==> config.mk <==
export PLATFORM = sky130hd
export DESIGN_NAME = arm_main_fsm_flat
export DESIGN_NICKNAME = d
export VERILOG_FILES = /design/src/rtl/arm_main_fsm_if.sv /design/src/rtl/arm_main_fsm.sv /design/src/flat_wrapper.sv
export SDC_FILE = /design/constraint.sdc
export NUM_CORES = 1
export LEC_CHECK = 0
export CORE_AREA = 2 2 39 41
export CTS_CLUSTER_SIZE = 28
export DETAILED_ROUTE_END_ITERATION = 6
export DIE_AREA = 0 0 41 43
export GPL_ROUTABILITY_DRIVEN = 0
export GPL_TIMING_DRIVEN = 0
export HOLD_SLACK_MARGIN = 0.15
export MAX_ROUTING_LAYER = met4
export PLACE_DENSITY = 0.71
export SYNTH_ARGS = -nofsm -noshare
export SYNTH_HDL_FRONTEND = slang
export SYNTH_SLANG_ARGS = --single-unit
==> constraint.sdc <==
create_clock -name clk -period 1.5 [get_ports clk]
set_input_delay 0.3 -clock clk [delete_from_list [all_inputs] [get_ports clk]]
set_output_delay 0.3 -clock clk [all_outputs]
set_load 0.02 [all_outputs]
==> src/rtl/arm_main_fsm_if.sv <==
// Control bundle between the multicycle ARM main FSM and its datapath.
// The FSM takes the master side: it reads the instruction fields and drives the controls.
interface arm_main_fsm_if;
  logic [1:0] Op;
  logic [5:0] Funct;
  logic       mem_ready;
  logic       IRWrite;
  logic       NextPC;
  logic       RegW;
  logic       MemW;
  logic       Branch;
  logic       AdrSrc;
  logic [1:0] ALUSrcA;
  logic [1:0] ALUSrcB;
  logic [1:0] ResultSrc;
  logic       ALUOp;
  logic       instr_done;
  logic [3:0] state;

  modport master (
    input  Op, Funct, mem_ready,
    output IRWrite, NextPC, RegW, MemW, Branch, AdrSrc,
    output ALUSrcA, ALUSrcB, ResultSrc, ALUOp, instr_done, state
  );

  modport slave (
    output Op, Funct, mem_ready,
    input  IRWrite, NextPC, RegW, MemW, Branch, AdrSrc,
    input  ALUSrcA, ALUSrcB, ResultSrc, ALUOp, instr_done, state
  );
endinterface

==> src/rtl/arm_main_fsm.sv <==
// Main control FSM for the multicycle ARM datapath (Moore outputs decoded from state).
// Optional ARM_MEM_WAIT_EN: FETCH/MEMREAD/MEMWRITE stall until mem_ready is high.
module arm_main_fsm (
  input  logic          clk,
  input  logic          rst_n,
  arm_main_fsm_if.master bus
);

  typedef enum logic [3:0] {
    FETCH    = 4'd0,
    DECODE   = 4'd1,
    MEMADR   = 4'd2,
    MEMREAD  = 4'd3,
    MEMWB    = 4'd4,
    MEMWRITE = 4'd5,
    EXECUTER = 4'd6,
    EXECUTEI = 4'd7,
    ALUWB    = 4'd8,
    BRANCH   = 4'd9
  } state_e;

  state_e state_q;
  logic   ready;

`ifdef ARM_MEM_WAIT_EN
  assign ready = bus.mem_ready;
`else
  logic unused_mem_ready;
  assign unused_mem_ready = bus.mem_ready;
  assign ready = 1'b1;
`endif

  always_ff @(posedge clk) begin
    if (!rst_n) begin
      state_q <= FETCH;
    end else begin
      case (state_q)
        FETCH:    if (ready) state_q <= DECODE;
        DECODE: begin
          case (bus.Op)
            2'b00:   state_q <= bus.Funct[5] ? EXECUTEI : EXECUTER;
            2'b01:   state_q <= MEMADR;
            2'b10:   state_q <= BRANCH;
            default: state_q <= FETCH;  // undefined opcode is dropped silently
          endcase
        end
        MEMADR:   state_q <= bus.Funct[0] ? MEMREAD : MEMWRITE;
        MEMREAD:  if (ready) state_q <= MEMWB;
        MEMWB:    state_q <= FETCH;
        MEMWRITE: if (ready) state_q <= FETCH;
        EXECUTER: state_q <= ALUWB;
        EXECUTEI: state_q <= ALUWB;
        ALUWB:    state_q <= FETCH;
        BRANCH:   state_q <= FETCH;
        default:  state_q <= FETCH;
      endcase
    end
  end

  always_comb begin
    bus.IRWrite    = 1'b0;
    bus.NextPC     = 1'b0;
    bus.RegW       = 1'b0;
    bus.MemW       = 1'b0;
    bus.Branch     = 1'b0;
    bus.AdrSrc     = 1'b0;
    bus.ALUSrcA    = 2'b00;
    bus.ALUSrcB    = 2'b00;
    bus.ResultSrc  = 2'b00;
    bus.ALUOp      = 1'b0;
    bus.instr_done = 1'b0;
    case (state_q)
      FETCH: begin
        // PC must advance exactly once even when the fetch is stalled
        bus.IRWrite   = ready;
        bus.NextPC    = ready;
        bus.ALUSrcA   = 2'b01;
        bus.ALUSrcB   = 2'b10;
        bus.ResultSrc = 2'b10;
      end
      DECODE: begin
        bus.ALUSrcA   = 2'b01;
        bus.ALUSrcB   = 2'b10;
        bus.ResultSrc = 2'b10;
      end
      MEMADR: begin
        bus.ALUSrcB = 2'b01;
      end
      MEMREAD: begin
        bus.AdrSrc = 1'b1;
      end
      MEMWB: begin
        bus.ResultSrc  = 2'b01;
        bus.RegW       = 1'b1;
        bus.instr_done = 1'b1;
      end
      MEMWRITE: begin
        bus.AdrSrc     = 1'b1;
        bus.MemW       = 1'b1;
        bus.instr_done = ready;
      end
      EXECUTER: begin
        bus.ALUOp = 1'b1;
      end
      EXECUTEI: begin
        bus.ALUSrcB = 2'b01;
        bus.ALUOp   = 1'b1;
      end
      ALUWB: begin
        bus.RegW       = 1'b1;
        bus.instr_done = 1'b1;
      end
      BRANCH: begin
        bus.ALUSrcB    = 2'b01;
        bus.ResultSrc  = 2'b10;
        bus.Branch     = 1'b1;
        bus.instr_done = 1'b1;
      end
      default: ;
    endcase

    // Reset kills every strobe immediately and parks the selects at their fetch setting
    if (!rst_n) begin
      bus.IRWrite    = 1'b0;
      bus.NextPC     = 1'b0;
      bus.RegW       = 1'b0;
      bus.MemW       = 1'b0;
      bus.Branch     = 1'b0;
      bus.instr_done = 1'b0;
      bus.AdrSrc     = 1'b0;
      bus.ALUSrcA    = 2'b01;
      bus.ALUSrcB    = 2'b10;
      bus.ResultSrc  = 2'b10;
      bus.ALUOp      = 1'b0;
    end
  end

  assign bus.state = state_q;

endmodule
==> src/flat_wrapper.sv <==
// flat-port wrapper written by rule: the top's interface ports become plain ports
module arm_main_fsm_flat 
  (clk, rst_n, bus_Op, bus_Funct, bus_mem_ready, bus_IRWrite, bus_NextPC, bus_RegW, bus_MemW, bus_Branch, bus_AdrSrc, bus_ALUSrcA, bus_ALUSrcB, bus_ResultSrc, bus_ALUOp, bus_instr_done, bus_state);
  arm_main_fsm_if bus_i ();
  input  logic clk;
  input  logic rst_n;
  input wire logic [$bits(bus_i.Op)-1:0] bus_Op;
  input wire logic [$bits(bus_i.Funct)-1:0] bus_Funct;
  input wire logic [$bits(bus_i.mem_ready)-1:0] bus_mem_ready;
  output wire logic [$bits(bus_i.IRWrite)-1:0] bus_IRWrite;
  output wire logic [$bits(bus_i.NextPC)-1:0] bus_NextPC;
  output wire logic [$bits(bus_i.RegW)-1:0] bus_RegW;
  output wire logic [$bits(bus_i.MemW)-1:0] bus_MemW;
  output wire logic [$bits(bus_i.Branch)-1:0] bus_Branch;
  output wire logic [$bits(bus_i.AdrSrc)-1:0] bus_AdrSrc;
  output wire logic [$bits(bus_i.ALUSrcA)-1:0] bus_ALUSrcA;
  output wire logic [$bits(bus_i.ALUSrcB)-1:0] bus_ALUSrcB;
  output wire logic [$bits(bus_i.ResultSrc)-1:0] bus_ResultSrc;
  output wire logic [$bits(bus_i.ALUOp)-1:0] bus_ALUOp;
  output wire logic [$bits(bus_i.instr_done)-1:0] bus_instr_done;
  output wire logic [$bits(bus_i.state)-1:0] bus_state;
  assign bus_i.Op = bus_Op;
  assign bus_i.Funct = bus_Funct;
  assign bus_i.mem_ready = bus_mem_ready;
  assign bus_IRWrite = bus_i.IRWrite;
  assign bus_NextPC = bus_i.NextPC;
  assign bus_RegW = bus_i.RegW;
  assign bus_MemW = bus_i.MemW;
  assign bus_Branch = bus_i.Branch;
  assign bus_AdrSrc = bus_i.AdrSrc;
  assign bus_ALUSrcA = bus_i.ALUSrcA;
  assign bus_ALUSrcB = bus_i.ALUSrcB;
  assign bus_ResultSrc = bus_i.ResultSrc;
  assign bus_ALUOp = bus_i.ALUOp;
  assign bus_instr_done = bus_i.instr_done;
  assign bus_state = bus_i.state;
  arm_main_fsm u_core (.clk(clk), .rst_n(rst_n), .bus(bus_i));
endmodule
==> reports/results.tsv <==
metric	value	unit
status	complete, but fails checks	
failing checks	negative setup slack	
syn_nets	58	
maximum VDD drop	0.502	mV
flops & latches, synth	4	
Boundary Pins	29	
clock period minus worst slack	1.64	ns
setup TNS	-0.877	ns
fin util	56.4	%
total track usage	15.1	%
CP max FO	6	
Worst EP required	1.20	ns
WS Path Type	reg2out	
maximum buffer depth of the clock tree	2	
Root Buffer	clkbuf_4	
switching part of the total	33.5	%
max frequency	0.611	GHz
post-synth top area share	23.1	%
most frequent cells in the layout	10 x buf_6, 8 x buf_4, 5 x dlygate4sd2_1	
CTS buffer count	3	
layout net count	90	
CP max-delay cell	dfxtp_4	
syn_area_per_cell	7.37	sq um
crit path launch type	flop	
pwr dens	650	nW/um^2
Final Worst Setup Slack	-0.137	ns
final worst path period share	109	%
total wire length	1.09	mm
clock share of power	29.5	%
crit path DAT	1.34	ns
Die W	41	um
Area Growth Syn to Fin	125	%
CP peak stage delay	0.37	ns
sequential power share	24.9	%
Synth area leaders	dfxtp_1 23%, buf_4 8.7%, nor3_1 5.8%	
crit-path cells	and2b_2 > nand2b_4 > nor3_4 > buf_4 > buf_6	
Inserted Diodes	0	
Max Cap Violations	0	
# hold bufs at CTS	0	
TritonCTS clock tree	yes	
starting density of the core	25.0	%
Crit. End Element	primary output	
Setup Viol. Count Final	13	
max reg flops	4	
most common cell after layout, fill and taps aside	buf_6	
layout cells sized above 1	52.6	%
synth unique cells	26	
initial antenna violation count	0	
final hold vios	0	
DP Wirelength	791	um
FP Rows	14	
clock skew	0.00287	ns
H-tree levels	1	
DR WL/cell	11.6	um
post-synthesis sequential area ratio	23.1	%
cell count after synthesis	47	
total congestion overflow	0	
Initial DRC Count	6	
Yosys top cell by area	dfxtp_1	
Clk Latency, worst-skew pair	0.24	ns
vias in the first global route	405	
Pleak	0.343	nW
I/O Buffers	22	
NetSw	0.000170	W
first-pass GRT wire length	1.73	mm
synth warn	0	
internal power	0.000338	W
RSZ-0062 raised after global routing	yes	
Clock Sinks	4	
largest net degree at the start of global routing	11	
antenna viol nets, final	0	
chip height	43	um
die area	1760	sq um
First-pass DRT Iterations	3	
Mapped Area	347	sq um
CTS clk-pin slew, worst paths	0.04	ns
routed vias/inst	4.86	
DR vias	457	
core box area	1380	sq um
Combinational Power Share	45.6	%
worst hold path class	reg2reg	
Pins Over Slew Limit	0	
DRC viols	0	
[through the flow]
step / hold WS (ns) / setup WS [ns] / instance area (sq um) / instances / total power, W
6_report: 0.619 / -0.137 / 781 / 94 / 0.000508
2_1_floorplan: 0.467 / -0.0816 / 395 / 47 / 0.000235
3_3_place_gp: 0.650 / -0.919 / 636 / 85 / 0.000310
4_1_cts: 0.621 / -0.127 / 736 / 92 / 0.000496
3_5_place_dp: 0.655 / -0.942 / 636 / 85 / 0.000314
5_1_grt: 0.666 / -0.193 / 781 / 94 / 0.000539
[worst max-delay path, delay by kind of cell (launching register included)]
family | cells | cell delay [ns]
buffers and inverters | 2 | 0.23
flip-flops | 1 | 0.37
AND/OR/NAND/NOR | 3 | 0.49
[final timing paths]
kind,start,endpoint,slack (ns),cells past startpoint
worst max-delay path,u_core.bus.state[3],bus_NextPC,-0.14,5
worst min-delay path,u_core.bus.state[0],u_core.bus.state[1],0.62,3
worst min register to register,u_core.bus.state[0],u_core.bus.state[1],0.62,3
worst max register to register,u_core.bus.state[2],u_core.bus.state[3],0.42,5
[power groups by stage]
stage / logic (W) / registers (W) / clock network (W)
floorplan: 0.000102 / 0.000133 / 0
global placement: 0.000184 / 0.000126 / 0
detailed placement: 0.000188 / 0.000126 / 0
CTS: 0.000217 / 0.000126 / 0.000154
global route: 0.000247 / 0.000128 / 0.000164
finish: 0.000231 / 0.000127 / 0.000150
[area by class of cell]
cell class	count	area, sq um
Buffer	6	62.6
Clock buffer	4	26.3
Fill cell	135	603
Inverter	1	3.75
Multi-Input combinational cell	36	305
Sequential cell	4	92.6
Tap cell	16	20.0
Timing Repair Buffer	27	270
[routing by layer]
| layer | vias to the layer above | track usage [%] | part of all wire [%] |
|---|---|---|---|
| li1 | 224 | - | - |
| met1 | 215 | 13.6 | 36 |
| met2 | 16 | 26.6 | 55 |
| met3 | 2 | 3.66 | 7.0 |
| met4 | 0 | 8.00 | 1.6 |
| met5 | - | - | 0 |
[logic make-up after synthesis]
kind of cell           Yosys count  share of synthesized area [%]
AO/OA/AOI/OAI                    9                           16.6
XOR/XNOR                         2                           5.06
buffers and inverters            7                           12.3
flip-flops                       4                           23.1
other                            1                           1.08
AND/OR/NAND/NOR                 24                           41.9
[Yosys cell counts]
library cell,count
a21boi_0,1
a21oi_1,2
and2b_2,1
and3_1,2
and4_1,1
and4_2,1
buf_2,1
buf_4,4
clkbuf_1,1
conb_1,1
dfxtp_1,4
inv_1,1
nand2_1,4
nand2b_1,3
nand4b_1,1
nor2_1,4
nor2b_1,1
nor3_1,4
nor3b_2,1
nor4b_1,1
o21ai_0,3
o22a_1,1
o31a_1,1
o31ai_1,1
xnor2_1,1
xor2_1,1
[repair_timing]
| action | in CTS | in global routing |
|---|---|---|
| gates cloned | 1 | 0 |
| endpoints found under the setup margin | 16 | 13 |
| gates resized for setup | 87 | 8 |
| buffers inserted | 2 | 2 |
| pin swaps | 1 | 2 |
Power figures use the tool's default switching activity.
